[src/rtl/aes_session_ctrl.sv]
// Session sequencer for the 16-bit AES demo: plaintext capture, encryption handshake,
// password gating with failure counting and timed lockout. All outputs except enc_start are Moore.
module aes_session_ctrl #(
    parameter int unsigned AES_TIMEOUT    = 64,
    parameter int unsigned MAX_TRIES      = 3,
    parameter int unsigned LOCKOUT_CYCLES = 100_000_000
) (
    input  logic        CLKIN,
    input  logic        RESET,
    input  logic        load_btn,
    input  logic [15:0] plain_in,
    input  logic        enc_done,
    input  logic [15:0] enc_data,
    input  logic        pw_ok,
    input  logic        pw_bad,
    output logic        enc_start,
    output logic [15:0] enc_in,
    output logic [15:0] cipher_reg,
    output logic [1:0]  disp_sel,
    output logic        pw_arm,
    output logic        locked,
    output logic        busy,
    output logic [3:0]  led_status
);

    localparam int unsigned TW = (AES_TIMEOUT > 1) ? $clog2(AES_TIMEOUT) : 1;
    localparam int unsigned LW = (LOCKOUT_CYCLES > 1) ? $clog2(LOCKOUT_CYCLES) : 1;
    localparam logic [TW-1:0] TO_LAST  = TW'(AES_TIMEOUT - 1);
    localparam logic [LW-1:0] LK_LAST  = LW'(LOCKOUT_CYCLES - 1);
    localparam logic [1:0]    TRY_LAST = 2'(MAX_TRIES - 1);

    localparam logic [2:0] StIdle      = 3'd0;
    localparam logic [2:0] StEncrypt   = 3'd1;
    localparam logic [2:0] StWaitPw    = 3'd2;
    localparam logic [2:0] StShowPlain = 3'd3;
    localparam logic [2:0] StLockout   = 3'd4;
    localparam logic [2:0] StError     = 3'd5;

    logic [2:0]    state_q, state_d;
    logic          load_q;
    logic          ld_edge;
    logic [TW-1:0] tcnt_q, tcnt_d;
    logic [LW-1:0] lcnt_q, lcnt_d;
    logic [1:0]    tries_q, tries_d;
    logic [15:0]   enc_in_d, cipher_d;
    logic          start_d;
    logic [1:0]    disp_d;
    logic [3:0]    led_d;

    assign ld_edge = load_btn & ~load_q;

    always_comb begin
        state_d  = state_q;
        tcnt_d   = tcnt_q;
        lcnt_d   = lcnt_q;
        tries_d  = tries_q;
        enc_in_d = enc_in;
        cipher_d = cipher_reg;
        start_d  = 1'b0;
        case (state_q)
            StIdle: begin
                if (ld_edge) begin
                    enc_in_d = plain_in;
                    tcnt_d   = '0;
                    start_d  = 1'b1;
                    state_d  = StEncrypt;
                end
            end
            StEncrypt: begin
                // enc_done takes priority over the timeout in the terminal cycle
                if (enc_done) begin
                    cipher_d = enc_data;
                    tries_d  = '0;
                    state_d  = StWaitPw;
                end else if (tcnt_q == TO_LAST) begin
                    state_d = StError;
                end else begin
                    tcnt_d = tcnt_q + TW'(1);
                end
            end
            StWaitPw: begin
                if (pw_bad) begin
                    tries_d = tries_q + 2'd1;
                    if (tries_q == TRY_LAST) begin
                        lcnt_d  = '0;
                        state_d = StLockout;
                    end
                end else if (pw_ok) begin
                    state_d = StShowPlain;
                end
            end
            StShowPlain: begin
                if (ld_edge) begin
                    tries_d = '0;
                    state_d = StIdle;
                end
            end
            StLockout: begin
                if (lcnt_q == LK_LAST) begin
                    tries_d = '0;
                    state_d = StWaitPw;
                end else begin
                    lcnt_d = lcnt_q + LW'(1);
                end
            end
            StError: begin
                if (ld_edge) state_d = StIdle;
            end
            default: state_d = StIdle;
        endcase
    end

    // Outputs are decoded from the next state so the registers line up with state_q
    always_comb begin
        disp_d = 2'b00;
        case (state_d)
            StWaitPw:             disp_d = 2'b01;
            StShowPlain:          disp_d = 2'b10;
            StLockout, StError:   disp_d = 2'b11;
            default:              disp_d = 2'b00;
        endcase
        led_d = {state_d == StError, tries_d > 2'd2, tries_d > 2'd1, tries_d > 2'd0};
    end

    always_ff @(posedge CLKIN or posedge RESET) begin
        if (RESET) begin
            state_q    <= StIdle;
            load_q     <= 1'b1;
            tcnt_q     <= '0;
            lcnt_q     <= '0;
            tries_q    <= '0;
            enc_in     <= '0;
            cipher_reg <= '0;
            enc_start  <= 1'b0;
            disp_sel   <= 2'b00;
            pw_arm     <= 1'b0;
            locked     <= 1'b0;
            busy       <= 1'b0;
            led_status <= '0;
        end else begin
            state_q    <= state_d;
            load_q     <= load_btn;
            tcnt_q     <= tcnt_d;
            lcnt_q     <= lcnt_d;
            tries_q    <= tries_d;
            enc_in     <= enc_in_d;
            cipher_reg <= cipher_d;
            enc_start  <= start_d;
            disp_sel   <= disp_d;
            pw_arm     <= (state_d == StWaitPw);
            locked     <= (state_d == StLockout);
            busy       <= (state_d == StEncrypt);
            led_status <= led_d;
        end
    end

endmodule

[config.mk]
export PLATFORM = sky130hd
export DESIGN_NAME = aes_session_ctrl
export DESIGN_NICKNAME = d
export VERILOG_FILES = /design/src/rtl/aes_session_ctrl.sv
export SDC_FILE = /design/constraint.sdc
export NUM_CORES = 1
export LEC_CHECK = 0
export CORE_ASPECT_RATIO = 1.25
export CORE_MARGIN = 8
export CORE_UTILIZATION = 45
export DETAILED_ROUTE_END_ITERATION = 12
export PLACE_DENSITY_LB_ADDON = 0.12
export SETUP_SLACK_MARGIN = 0.1
export SLEW_MARGIN = 40
export SYNTH_ARGS = -nofsm -noshare
export SYNTH_HDL_FRONTEND = slang
export SYNTH_SLANG_ARGS = --single-unit
[constraint.sdc]
create_clock -name CLKIN -period 4 [get_ports CLKIN]
set_input_delay 0.8 -clock CLKIN [delete_from_list [all_inputs] [get_ports CLKIN]]
set_output_delay 0.8 -clock CLKIN [all_outputs]
set_load 0.05 [all_outputs]
# --- Word level (Yosys, flattened, before mapping) ---
# Index checks and enable logic that the tools add are counted.
totals:
  reg_bits: 81
  inputBits: 38
  output_inout_bits: 42
  word_cells: 74
op_classes:
  addsub: 3
  magnitude_cmp: 3
  n_eq_ne: 19
  mux: 25
  bitwise: 2
  reduce_logical: 9
ops:
  columns: ["op", "n"]
  rows:
  - ["27-bit two-way mux", 3]
  - ["27-bit one-hot mux with 2 select lines", 1]
  - ["27-bit by 1-bit adder with 27-bit output (second input constant)", 1]
  - ["27-bit equality test (second input constant)", 1]
  - ["3-bit two-way mux", 8]
  - ["6-bit two-way mux", 3]
  - ["3-bit one-hot mux with 5 select lines", 1]
  - ["3-bit by 2-bit equality test with 1-bit output (second input constant)", 4]
  - ["3-bit equality test (second input constant)", 4]
  - ["2-bit inequality test (second input constant)", 6]
  - ["6-bit one-hot mux with 2 select lines", 1]
  - ["2-bit two-way mux", 4]
  - ["2-bit one-hot mux with 4 select lines", 1]
  - ["4-bit AND reduction", 2]
  - ["6-bit by 1-bit adder with 6-bit output (second input constant)", 1]
  - ["3-bit by 1-bit equality test with 1-bit output (second input constant)", 2]
  - ["6-bit equality test (second input constant)", 1]
  - ["2-bit one-hot mux with 3 select lines", 1]
  - ["2-bit by 1-bit > comparator with 1-bit output (second input constant)", 2]
  - ["2-bit AND reduction", 2]
  - ["2-bit nonzero test", 2]
  - ["2-bit OR reduction", 2]
  - ["3-bit logical NOT", 1]
  - ["2-bit by 1-bit adder with 2-bit output (second input constant)", 1]
  - ["other kinds (5)", 6]

# --- Depth between registers and ports, before layout ---
depth:
  depth_word: 7
  mapped_depth: 7
  ltp_nobuf: 7

# --- Worst setup path before layout ---
# OpenSTA, ideal clock, no wires.
synth_timing:
  kind: "input port to flip-flop"
  start: "input port pw_bad"
  end: "register lcnt_q[24]"
  setup_ns: 0.078
  t_arrival_ns: 1.986
  required_ns: 3.922
  setup_slack_ns: 1.937
  path_stages: 5
  n_path_buf: 0
  cell_sequence: "nand4b_4 > a2111oi_4 > nand3_2 > or3_1 > a21oi_1"
synth_via:
  elab_chain_cells: 2
synth_rtl:
  columns: ["item", "line_no", "text"]
  rows:
  - ["start, declared", "15", "input logic pw_bad,"]
  - ["2-bit inequality test (no source line)", null, null]
  - ["4-bit AND reduction (no source line)", null, null]
  - ["end signal, assigned", "144", "lcnt_q <= lcnt_d;"]
  - ["end, declared", "43", "logic [LW-1:0] lcnt_q, lcnt_d;"]
# Every way passes these cells.
# A chain may end at the register's enable or synchronous reset.

# --- Final worst setup path ---
# Same ends and word-level chain as after synthesis.

==> impl_metrics.csv <==
group,metric,value,unit
critical_path,start_kind,"primary input",
detailed_routing,drt_first_pass_iters,4,
synth,synthArstFlopShare,1.00,
critical_path,endpoint_kind,"flop",
clocking,clk_pin_slew,0.08,ns
synth,synth-edff-count,0,
clocking,cts_setup_buffers,0,
synth,ys_seq_area_frac,0.548,
floorplanning,rows,37,
floorplanning,die_x,97.1,µm
clocking,cts.sinks,81,
grt,track_usage,0.143,
clocking,clock_latency,0.35,ns
critical_path,slowest_stage,"clkdlybuf4s50_1",
critical_path,reg2regPathDepth,5,
synth,yosys.area.top_type,"dfrtp_1",
grt,grt_use_met3,0.0446,
synth,synth_top_area_frac,0.541,
floorplanning,die_area,11400,µm²
clocking,ctsHoldBuffers,0,
floorplanning,ioPinCount,80,
min_path,hp-class,"flop to flop",
timing,rsz0062_at_grt,"no",
critical_path,reg2reg_from,"state_q[2]",
critical_path,critPathRequiredTime,4.27,ns
final_layout,antennaDiodeCount,0,
timing,period_share,0.633,
final_layout,finalNonFillerCells,505,
critical_path,rr_endpoint,"led_status[1]",
final_layout,fill_cells,680,
synth,synth_fp_nets,358,
detailed_routing,vias,2602,
grt,met2_usage,0.228,
status,run_status,"finished, final reports clean",
detailed_routing,drt-total-wl,7770,µm
critical_path,max_stage_delay,0.62,ns
power_and_ir_drop,p_leak,2.07,nW
critical_path,crit_chain,"clkdlybuf4s50_1, nand4b_4, a2111oi_4, nand3_2, or3_1, a21oi_1",
place,place_inst,489,
grt,grt_max_degree,38,
place,numPortBuffers,79,
synth,synthFlopType,"dfrtp_1",
detailed_routing,drtIter0Drc,107,
grt,grt.overflow.total,0,
synth,ys_types,52,
grt,top_usage_layer,"met2",
floorplanning,die_y,117,µm
synth,synth-seq-cells,81,
critical_path,crit_type,"primary input to flop",
critical_path,worstPathMaxFanout,6,
clocking,root_buffer,"clkbuf_8",
job,maxCapViolCount,0,
place,hpwl,5770,µm
clocking,clk_path_buf_depth,2,
timing,final_max_slew_viol_count,0,
detailed_routing,drc_errors,0,
place,gp_congestion,0.775,
detailed_routing,ant_nets,0,
critical_path,arrival,2.81,ns
timing,fmax,0.395,GHz
final_layout,final_nets,444,
timing,tightestPinTransition,0.787,ns
synth,synth_cells,317,
grt,antenna_found_initial,0,
synth,synth_common_cells,"dfrtp_1, mux2_2, nor2_1",
critical_path,cp-startpoint,"pw_bad",
timing,finalSetupTns,0,ns
timing,finalCriticalPeriod,2.53,ns
clocking,cts_tree,"done",
synth,avgSynthCellArea,11.7,µm²
floorplanning,core-area,8100,µm²
timing,finalClockSkew,0.0101,ns
critical_path,endpoint,"lcnt_q[24]",
final_layout,drive_gt1_frac,0.181,
grt,grt_pass1_vias,2824,
grt,met1_usage,0.165,
detailed_routing,vias_per_cell,5.15,
synth,synth.area.top_cells,"dfrtp_1, mux2_2, xor2_1",
final_layout,areaGrowthSynthToFinish,30.7,%
synth,yosysMostFrequentCell,"dfrtp_1",
synth,synth_area,3700,µm²
critical_path,regToRegSetupSlack,1.74,ns
timing,relSlewSlack,0.470,
final_layout,largest_reg_flops,27,
clocking,post_cts_resized,0,
clocking,numCtsBuffers,9,
timing,hold_viol,0,
detailed_routing,routedWlPerCell,15.4,µm
clocking,h-tree-depth,3,
grt,grt_pass1_wl,13400,µm
power_and_ir_drop,power_density,730,nW/µm²
timing,setup-violations-final,0,
floorplanning,start_util,0.457,
synth,yosysWarningCount,0,
power_and_ir_drop,ir_drop,0.555,mV
## stage by stage
stage	setup WS (ns)	area (µm²)	hold slack (ns)	util	power (W)
CTS	1.49	4840	0.500	0.597	0.00358
global route	1.36	4840	0.514	0.597	0.00370
detailed placement	1.13	4620	0.487	0.570	0.00291
global placement	1.17	4620	0.482	0.570	0.00289
finish	1.47	4840	0.501	0.597	0.00353
floorplan	1.12	3700	0.457	-	0.00235
## cell families after synthesis
family | Yosys count | synth area share
buffers and inverters | 19 | 0.0210
flip-flops | 81 | 0.548
AND/OR/NAND/NOR | 114 | 0.169
multiplexers | 35 | 0.106
adder cells (fa/ha/maj) | 3 | 0.0101
AO/OA/AOI/OAI | 44 | 0.0963
XOR/XNOR | 21 | 0.0497
## cell type report
class                           count  area, µm²  area share
Inverter                           10       38.8     0.00802
Sequential cell                    81       2030       0.419
Tap cell                           97        121      0.0251
Timing Repair Buffer               84        828       0.171
Clock inverter                      5       78.8      0.0163
Clock buffer                       11        141      0.0292
Multi-Input combinational cell    217       1600       0.331
## power by group
part,internal (W),switching (W)
clock network,0.000368,0.000288
registers,0.00106,0.000163
logic,0.000623,0.00104
total,0.00205,0.00149
## worst max-delay path: cells and delay by family
kind	cells	cell delay (ns)
AO/OA/AOI/OAI	2	0.66
buffers and inverters	1	0.62
AND/OR/NAND/NOR	3	0.73
## worst min-delay path by stage
stage / from / endpoint / slack [ns] / cells after the start
5_1_grt: tries_q[0] / led_status[0] / 0.51 / 1
2_1_floorplan: tries_q[0] / led_status[0] / 0.46 / 1
4_1_cts: tries_q[0] / led_status[0] / 0.50 / 1
3_5_place_dp: tries_q[0] / led_status[0] / 0.49 / 1
3_3_place_gp: tries_q[0] / led_status[0] / 0.48 / 1
6_report: tries_q[0] / led_status[0] / 0.50 / 1
## cell usage in the layout, fill, tap and decap left out, drive strengths merged, types with 2 or more instances in the layout
cell / n
nor3b: 2
o211ai: 2
buf: 5
ha: 3
nand4: 11
a2111oi: 4
nand4b: 2
a21oi: 12
clkdlybuf4s50: 79
dfrtp: 80
nor4: 3
xor2: 19
mux2: 34
or3: 7
nor3: 5
bufinv: 2
and2: 2
clkinv: 4
xnor2: 2
o21ai: 14
nor2: 32
inv: 9
clkbuf: 11
o22ai: 2
o21a: 2
nand2: 16
or2: 4
nand2b: 4
and3: 7
o31ai: 2
nand3: 12
## per-layer routing
metal / part of all wire / routed length (µm)
met1: 0.43 / 3320
met2: 0.50 / 3860
met3: 0.055 / 426
met4: 0.022 / 170
met5: 0 / 0
Note: power is estimated with default switching activity, not from simulation.
